### config.mk
export PLATFORM = sky130hd
export DESIGN_NAME = nnrv_mmio_timer
export DESIGN_NICKNAME = d
export VERILOG_FILES = /design/src/rtl/nnrv_mmio_pkg.sv /design/src/rtl/nnrv_tmr_prescaler.sv /design/src/rtl/nnrv_mmio_timer.sv
export SDC_FILE = /design/constraint.sdc
export NUM_CORES = 1
export LEC_CHECK = 0
export ABC_AREA = 1
export CAP_MARGIN = 10
export CORE_UTILIZATION = 40
export DETAILED_ROUTE_END_ITERATION = 12
export PLACE_DENSITY = 0.63
export SLEW_MARGIN = 10
export SYNTH_ARGS = -nofsm -noshare
export SYNTH_HDL_FRONTEND = slang
export SYNTH_HIERARCHICAL = 1
export SYNTH_SLANG_ARGS = --single-unit
export TNS_END_PERCENT = 30
### constraint.sdc
create_clock -name i_clk -period 2.8 [get_ports i_clk]
set_clock_uncertainty 0.1 [all_clocks]
set_input_delay 0.28 -clock i_clk [delete_from_list [all_inputs] [get_ports i_clk]]
set_output_delay 0.28 -clock i_clk [all_outputs]
set_load 0.01 [all_outputs]
### src/rtl/nnrv_mmio_pkg.sv
// Shared definitions for MMIO responders on the core's RAM-style port.
// Holds the timer register map, CTRL bit positions and the byte-lane merge helper.
package nnrv_mmio_pkg;

    typedef enum logic [2:0] {
        MMIO_TMR_MTIME_LO    = 3'd0,
        MMIO_TMR_MTIME_HI    = 3'd1,
        MMIO_TMR_MTIMECMP_LO = 3'd2,
        MMIO_TMR_MTIMECMP_HI = 3'd3,
        MMIO_TMR_CTRL        = 3'd4,
        MMIO_TMR_STATUS      = 3'd5,
        MMIO_TMR_PRESCALE    = 3'd6,
        MMIO_TMR_RSVD        = 3'd7
    } mmio_tmr_reg_e;

    localparam int unsigned CTRL_EN_BIT     = 0;
    localparam int unsigned CTRL_IRQ_EN_BIT = 1;

    localparam logic [63:0] MMIO_TMR_MTIMECMP_RST = '1;

    // Byte n of the result comes from new_word when mask[n] is set, else from old_word.
    function automatic logic [31:0] mmio_byte_merge(
        input logic [31:0] old_word,
        input logic [31:0] new_word,
        input logic [3:0]  mask
    );
        logic [31:0] merged;
        merged = old_word;
        for (int unsigned i = 0; i < 4; i++) begin
            if (mask[i]) begin
                merged[8*i +: 8] = new_word[8*i +: 8];
            end
        end
        return merged;
    endfunction

endpackage

### src/rtl/nnrv_tmr_prescaler.sv
// Timer prescaler: counts cycles while enabled and emits a one-cycle tick
// when the count matches PRESCALE; a PRESCALE write restarts the count.
module nnrv_tmr_prescaler (
    input  logic        i_clk,
    input  logic        i_rst,
    input  logic        i_en,
    input  logic [15:0] i_prescale,
    input  logic        i_clear,
    output logic        o_tick
);

    logic [15:0] pcnt;

    assign o_tick = i_en && (pcnt == i_prescale);

    always_ff @(posedge i_clk) begin
        if (i_rst) begin
            pcnt <= '0;
        end else if (i_clear) begin
            pcnt <= '0;
        end else if (i_en) begin
            pcnt <= o_tick ? '0 : pcnt + 16'd1;
        end
    end

endmodule

### src/rtl/nnrv_mmio_timer.sv
// Memory-mapped 64-bit timer with compare, sticky pending flag and level IRQ.
// Read data is registered one cycle after the request, matching the RAM timing.
module nnrv_mmio_timer
    import nnrv_mmio_pkg::*;
#(
    parameter int unsigned              ADDR_WIDTH = 8,
    parameter int unsigned              XLEN       = 32,
    parameter logic [ADDR_WIDTH-1:0]    BASE_ADDR  = 8'hE0
) (
    input  logic                  i_clk,
    input  logic                  i_rst,
    input  logic [ADDR_WIDTH-1:0] i_rd_addr,
    input  logic                  i_rd_en,
    input  logic [3:0]            i_rd_mask,
    output logic [XLEN-1:0]       o_rd_data,
    output logic                  o_rd_hit,
    input  logic [ADDR_WIDTH-1:0] i_wr_addr,
    input  logic                  i_wr_en,
    input  logic [3:0]            i_wr_mask,
    input  logic [XLEN-1:0]       i_wr_data,
    output logic                  o_irq
);

    logic [63:0]   mtime, mtime_nxt;
    logic [63:0]   mtimecmp, cmp_nxt;
    logic [1:0]    ctrl, ctrl_nxt;
    logic          pend, pend_nxt, pend_clr, irq_nxt;
    logic [15:0]   prescale, prescale_nxt;
    logic          ps_wr, tick, cmp_cond;
    logic          rd_sel, wr_act;
    logic [31:0]   rd_word, ctrl_m, ps_m;
    mmio_tmr_reg_e rd_off, wr_off;
    logic          unused_bits;

    assign rd_sel = i_rd_en && (i_rd_addr[ADDR_WIDTH-1:5] == BASE_ADDR[ADDR_WIDTH-1:5]);
    assign wr_act = i_wr_en && (i_wr_addr[ADDR_WIDTH-1:5] == BASE_ADDR[ADDR_WIDTH-1:5])
                    && (|i_wr_mask);
    assign rd_off = mmio_tmr_reg_e'(i_rd_addr[4:2]);
    assign wr_off = mmio_tmr_reg_e'(i_wr_addr[4:2]);

    assign ctrl_m = mmio_byte_merge({30'd0, ctrl}, i_wr_data, i_wr_mask);
    assign ps_m   = mmio_byte_merge({16'd0, prescale}, i_wr_data, i_wr_mask);

    assign unused_bits = ^{i_rd_addr[1:0], i_wr_addr[1:0], ctrl_m[31:2], ps_m[31:16]};

    assign cmp_cond = ctrl[CTRL_EN_BIT] && (mtime >= mtimecmp);

    nnrv_tmr_prescaler u_prescaler (
        .i_clk      (i_clk),
        .i_rst      (i_rst),
        .i_en       (ctrl[CTRL_EN_BIT]),
        .i_prescale (prescale),
        .i_clear    (ps_wr),
        .o_tick     (tick)
    );

    always_comb begin
        rd_word = '0;
        case (rd_off)
            MMIO_TMR_MTIME_LO:    rd_word = mtime[31:0];
            MMIO_TMR_MTIME_HI:    rd_word = mtime[63:32];
            MMIO_TMR_MTIMECMP_LO: rd_word = mtimecmp[31:0];
            MMIO_TMR_MTIMECMP_HI: rd_word = mtimecmp[63:32];
            MMIO_TMR_CTRL:        rd_word = {30'd0, ctrl};
            MMIO_TMR_STATUS:      rd_word = {31'd0, pend};
            MMIO_TMR_PRESCALE:    rd_word = {16'd0, prescale};
            default:              rd_word = '0;
        endcase
    end

    // A write to either mtime half replaces the tick increment for the whole 64-bit value.
    always_comb begin
        mtime_nxt    = tick ? mtime + 64'd1 : mtime;
        cmp_nxt      = mtimecmp;
        ctrl_nxt     = ctrl;
        prescale_nxt = prescale;
        ps_wr        = 1'b0;
        pend_clr     = 1'b0;
        if (wr_act) begin
            case (wr_off)
                MMIO_TMR_MTIME_LO:
                    mtime_nxt = {mtime[63:32], mmio_byte_merge(mtime[31:0], i_wr_data, i_wr_mask)};
                MMIO_TMR_MTIME_HI:
                    mtime_nxt = {mmio_byte_merge(mtime[63:32], i_wr_data, i_wr_mask), mtime[31:0]};
                MMIO_TMR_MTIMECMP_LO:
                    cmp_nxt = {mtimecmp[63:32], mmio_byte_merge(mtimecmp[31:0], i_wr_data, i_wr_mask)};
                MMIO_TMR_MTIMECMP_HI:
                    cmp_nxt = {mmio_byte_merge(mtimecmp[63:32], i_wr_data, i_wr_mask), mtimecmp[31:0]};
                MMIO_TMR_CTRL:
                    ctrl_nxt = ctrl_m[1:0];
                MMIO_TMR_STATUS:
                    pend_clr = i_wr_mask[0] & i_wr_data[0];
                MMIO_TMR_PRESCALE: begin
                    prescale_nxt = ps_m[15:0];
                    ps_wr        = 1'b1;
                end
                default: ;
            endcase
        end
        pend_nxt = cmp_cond | (pend & ~pend_clr);
        irq_nxt  = pend_nxt & ctrl_nxt[CTRL_IRQ_EN_BIT];
    end

    always_ff @(posedge i_clk) begin
        if (i_rst) begin
            mtime     <= '0;
            mtimecmp  <= MMIO_TMR_MTIMECMP_RST;
            ctrl      <= '0;
            pend      <= 1'b0;
            prescale  <= '0;
            o_irq     <= 1'b0;
            o_rd_data <= '0;
            o_rd_hit  <= 1'b0;
        end else begin
            mtime     <= mtime_nxt;
            mtimecmp  <= cmp_nxt;
            ctrl      <= ctrl_nxt;
            pend      <= pend_nxt;
            prescale  <= prescale_nxt;
            o_irq     <= irq_nxt;
            o_rd_data <= rd_sel ? mmio_byte_merge('0, rd_word, i_rd_mask) : '0;
            o_rd_hit  <= rd_sel;
        end
    end

endmodule

# Word level (Yosys, flattened, before mapping)
# Cells that the tools add are included.
op_classes:
  n_mux: 17
  addsub: 2
  bitwise: 12
  n_reduce_logical: 32
  magnitude_cmp: 1
  n_eq_ne: 25
ops:
  columns: ["op", "n"]
  rows:
  - ["64-bit case mux with 2 select lines", 2]
  - ["32-bit case mux with 7 select lines", 1]
  - ["64-bit two-way mux", 2]
  - ["64-bit by 1-bit adder with 64-bit output, second input constant", 1]
  - ["64-bit >= comparator", 1]
  - ["8-bit two-way mux", 4]
  - ["4-bit AND reduction", 8]
  - ["3-bit == test, second input constant", 8]
  - ["3-bit inequality test, second input constant", 8]
  - ["16-bit by 1-bit adder with 16-bit output, second input constant", 1]
  - ["16-bit == test", 1]
  - ["16-bit two-way mux", 1]
  - ["2-bit AND reduction", 8]
  - ["3-bit by 2-bit == test with 1-bit output, second input constant", 4]
  - ["3-bit OR reduction", 4]
  - ["3-bit AND reduction", 3]
  - ["1-bit NOT", 8]
  - ["3-bit by 1-bit == test with 1-bit output, second input constant", 2]
  - ["3-bit logical NOT", 2]
  - ["2-bit two-way mux", 3]
  - ["1-bit logical AND", 5]
  - ["1-bit two-way mux", 4]
  - ["2-bit inequality test, second input constant", 2]
  - ["4-bit OR reduction", 1]
  - ["3 further kinds", 5]
word_totals:
  regBits: 197
  elab_cells: 117
  output_inout_bits: 34

# Longest topological paths before layout
depth:
  depth_word: 8
  mapped_depth: 19
  mapped_depth_nobuf: 18

# By module
# The synthesis kept the hierarchy.
modules_own_cells:
  columns: ["module", "area_per_inst_um2", "cells_each", "seq_area_each_um2", "n_inst"]
  rows:
  - ["nnrv_mmio_timer", 11188.2, 1644, 3623.5, 1]
  - ["nnrv_tmr_prescaler", 1211.2, 206, 320.3, 1]

# Worst setup path after synthesis
# OpenSTA, ideal clock, no wires.
synth_path:
  path_type: "register to register"
  startpoint: "register u_prescaler.pcnt[12]"
  endpoint: "register mtime[39]"
  required_ns: 2.585
  path_stages_with_launch: 18
  synth_period_minus_slack_ns: 2.345
  arrival_ns: 2.130
  path_buffers: 1
  setup_slack_ns: 0.455
  setup_time_ns: 0.115
  path_cell_list: "dfxtp_1 inv_2 nand2_1 nand2_1 nor4_1 nand2_1 nor2_1 buf_4 inv_2 nor3_2 nand2_1 nor2_2 nand2_1 nor2_2 nand2_1 nor2_2 a21oi_1 o21a_1"
synth_between:
  elab_chain_len: 5
synth_lines:
  columns: ["item", "line_no", "rtl"]
  rows:
  - ["from (decl)", "nnrv_tmr_prescaler.sv:12", "logic [15:0] pcnt;"]
  - ["from (signal assigned)", "nnrv_tmr_prescaler.sv:22", "pcnt <= o_tick ? '0 : pcnt + 16'd1;"]
  - ["16-bit == test *", "nnrv_tmr_prescaler.sv:14", "assign o_tick = i_en && (pcnt == i_prescale);"]
  - ["1-bit logical AND *", "nnrv_tmr_prescaler.sv:14", null]
  - ["via tick", "nnrv_mmio_timer.sv:29", "logic ps_wr, tick, cmp_cond;"]
  - ["64-bit two-way mux *", "nnrv_mmio_timer.sv:73", "mtime_nxt = tick ? mtime + 64'd1 : mtime;"]
  - ["64-bit case mux with 2 select lines", "nnrv_mmio_timer.sv:80", "case (wr_off)"]
  - ["64-bit two-way mux *", "nnrv_mmio_timer.sv:79", "if (wr_act) begin"]
  - ["to (signal assigned)", "nnrv_mmio_timer.sv:115", "mtime <= mtime_nxt;"]
  - ["to (decl)", "nnrv_mmio_timer.sv:24", "logic [63:0] mtime, mtime_nxt;"]
# The timed path passes the listed nets; every way through them passes the cells marked *.
# A chain may end at the register's enable or synchronous reset.

# Final worst setup path
layout_path:
  startpoint: "register u_prescaler.pcnt[1]"
  endpoint: "register mtime[22]"
# The elaborated chain is that of the path after synthesis.

==> results.yml <==
global_route:
  grt_pass1_vias: 12600
  antenna_found_initial: 0
  track_usage_pct: 30.6
  overflow: 0
  grt_max_degree: 52
  grt_pass1_wl_mm: 72.9
synth:
  yosys_warnings: 6
  avgSynthCellArea_um2: 6.70
  yosysUniqueCellTypes: 56
  syn-cell-area_mm2: 0.0124
  synth_fp_nets: 1976
  synth_area_leaders: "dfxtp_1 32%, nand2_1 11%, inv_1 7.4%"
  async_flop_share_pct: 0
  synth_seq_area_share_pct: 31.8
  yosysTopAreaCell: "dfxtp_1"
  synthCells: 1850
  ys.flop_type: "dfxtp_1"
  ys_ff_latch: 197
  synth_edf_count: 0
  synth_top_cell_area_share_pct: 31.8
placement:
  pre_cts_slack_ns: 0.00332
  portBuffers: 89
  place_hpwl_mm: 36.9
  placed_area_mm2: 0.0143
  gp_congestion: 0.997
worst_hold_path:
  worstHoldStart: "i_rd_addr[5]"
  hold_depth: 3
  hold_end: "o_rd_hit"
  min_path_type: "input pin to register"
cells_and_area:
  nFillCells: 3131
  final_common_cell: "nand2_1"
  area_growth_pct: 21.3
  post-route-util_pct: 49.3
  drive_gt1_share_pct: 12.0
  insertedDiodeCount: 0
  layout.nets: 2133
  mostFrequentLayoutCells: "364 x nand2_1, 241 x inv_1, 180 x dfxtp_1"
  final_area_mm2: 0.0150
power:
  p_sw_share_pct: 26.7
  p_leak_nw: 6.77
  switchingPower_mw: 1.54
  p_int_mw: 4.24
  comb_power_share_pct: 7.7
  powerDensity_mw_per_mm2: 385
  power_mw: 5.79
  pwr-share-seq_pct: 48.9
  vdd_ir_drop_max_mv: 0.544
  power.share.clock_pct: 43.3
critical_path:
  arrival_ns: 2.92
  cp.required_ns: 3.09
  path_class: "register to register"
  worst_r2r_path_depth: 19
  cp-end-kind: "register"
  critPathLaunchType: "register"
  r2r_slack_ns: 0.17
  regToRegEndpoint: "mtime[22]"
  r2r-start: "u_prescaler/pcnt[1]"
  cp_max_fo: 5
clock_network:
  cts.sinks: 197
  clk_pin_slew_ns: 0.08
  cts_tree: "built"
  root_buffer: "clkbuf_16"
  cts_buffer_depth: 2
  clk_latency_ns: 0.46
  h-tree-depth: 4
  cts_buffers: 17
detailed_routing:
  routed_wl_mm: 47.6
  firstDrtPassIters: 7
  via_count: 13400
  drtIter0Drc: 1227
  drcViolationCount: 0
  avgRoutedWirePerCell_um: 19.7
  drtAntennaViolNets: 0
  viasPerCell: 5.55
status:
  outcome: "finished, final reports clean"
sta:
  finalCritPeriodShare_pct: 93.9
  hold_violations: 0
  fin_ws_ns: 0.172
  timing.fmax_ghz: 0.381
  maxSlewViolCount: 0
  worst_slew_pin_slew_ns: 1.17
  timing.slew.headroom_pct: 21.3
  setup_violations: 0
  finalCriticalPeriod_ns: 2.63
die:
  start_util_pct: 40.6
  rows: 64
  coreArea_mm2: 0.0305
  floorplan.die_area_mm2: 0.0317
  die_x_um: 178
  die_y_um: 178
  io_pins: 94
job:
  cap_violations: 0
[state kept, by name (all words and copies together), names as in the netlist]
name,flops
mtime,64
pend,1
o_irq,1
ctrl,2
o_rd_hit,1
prescale,16
u_prescaler/pcnt,16
o_rd_data,32
mtimecmp,64
[repair_timing]
| item | 4_1_cts | 5_1_grt |
|---|---|---|
| buffers inserted | 0 | 7 |
| hold buffers | 1 | 0 |
| gates resized for setup | 1 | 49 |
| hold endpoints to repair | 1 | 0 |
| pin swaps | 0 | 10 |
| endpoints found under the setup margin | 3 | 39 |
[through the flow]
step / instances / TNS, ns / hold slack, ns
after floorplan: 1850 / 0 / 0.306
after global placement: 2376 / 0 / 0.341
after detailed placement: 2376 / 0 / 0.343
after CTS: 2409 / 0 / 0.316
after global routing: 2416 / -0.0363 / 0.335
final: 2416 / 0 / 0.335
[per-layer routing]
layer / up-vias / track usage (%) / share of wire, %
met3: 100 / 5.16 / 6.9
met5: - / 0 / 0
met1: 6271 / 38.2 / 42
met2: 497 / 52.3 / 47
li1: 6534 / - / -
met4: 0 / 11.9 / 3.5
[final cells by class]
| type | instances | area [um2] | share of cell area, % |
|---|---|---|---|
| Multi-Input combinational cell | 1344 | 7320 | 48.7 |
| Timing Repair Buffer | 192 | 1720 | 11.5 |
| Clock buffer | 18 | 429 | 2.85 |
| Tap cell | 396 | 495 | 3.29 |
| Inverter | 255 | 960 | 6.38 |
| Clock inverter | 14 | 145 | 0.965 |
| Sequential cell | 197 | 3970 | 26.4 |
[how the worst max path moves through the flow]
stage | start | to | cells after the start
after floorplan | u_prescaler/pcnt[12] | mtime[39] | 17
after CTS | u_prescaler/pcnt[3] | mtime[47] | 16
final | u_prescaler/pcnt[1] | mtime[22] | 19
after detailed placement | u_prescaler/pcnt[3] | mtime[39] | 17
after global placement | u_prescaler/pcnt[3] | mtime[39] | 17
after global routing | u_prescaler/pcnt[12] | mtime[47] | 16
[power by group through the flow]
stage / Clock [mW] / Combinational, mW / Sequential (mW)
floorplan: 0 / 0.202 / 2.89
global placement: 0 / 0.433 / 2.90
detailed placement: 0 / 0.437 / 2.90
CTS: 2.54 / 0.441 / 2.83
global route: 2.65 / 0.480 / 2.83
finish: 2.51 / 0.448 / 2.83
[synthesized netlist by cell type, types with 12 or more instances]
library cell,instances
nand2_1,373
o211ai_1,24
nand3_1,149
nor3_1,37
a221oi_1,18
o21ai_0,132
a21oi_1,144
nand4_1,38
o22ai_1,31
a31oi_1,12
xor2_1,24
buf_2,17
ha_1,66
inv_1,244
clkbuf_1,27
nor2_2,20
nor2_1,183
dfxtp_1,197
[worst max-delay path, stage by stage, from the launching register on]
cell     delay [ns]
dfxtp_2        0.38
inv_1          0.05
nand2_1        0.10
nand2_1        0.06
nor2_1         0.11
nand4_1        0.09
nor2_1         0.09
nand2_1        0.05
nor2_1         0.08
buf_4          0.18
nand2_1        0.08
inv_1          0.06
nand3_1        0.11
nor2_2         0.19
nand2_2        0.15
nor2_2         0.12
nand2_1        0.08
xor2_1         0.14
or2_0          0.22
a21oi_1        0.12
[kinds of logic after synthesis]
family	share of synthesized area [%]
buffers and inverters	9.95
adders and majority gates	6.66
DFF	31.8
xor gates and xnor gates	2.12
AOI/OAI and AO/OA	18.6
and+or+nand+nor	30.9
Note: power is estimated with default switching activity, not from simulation.
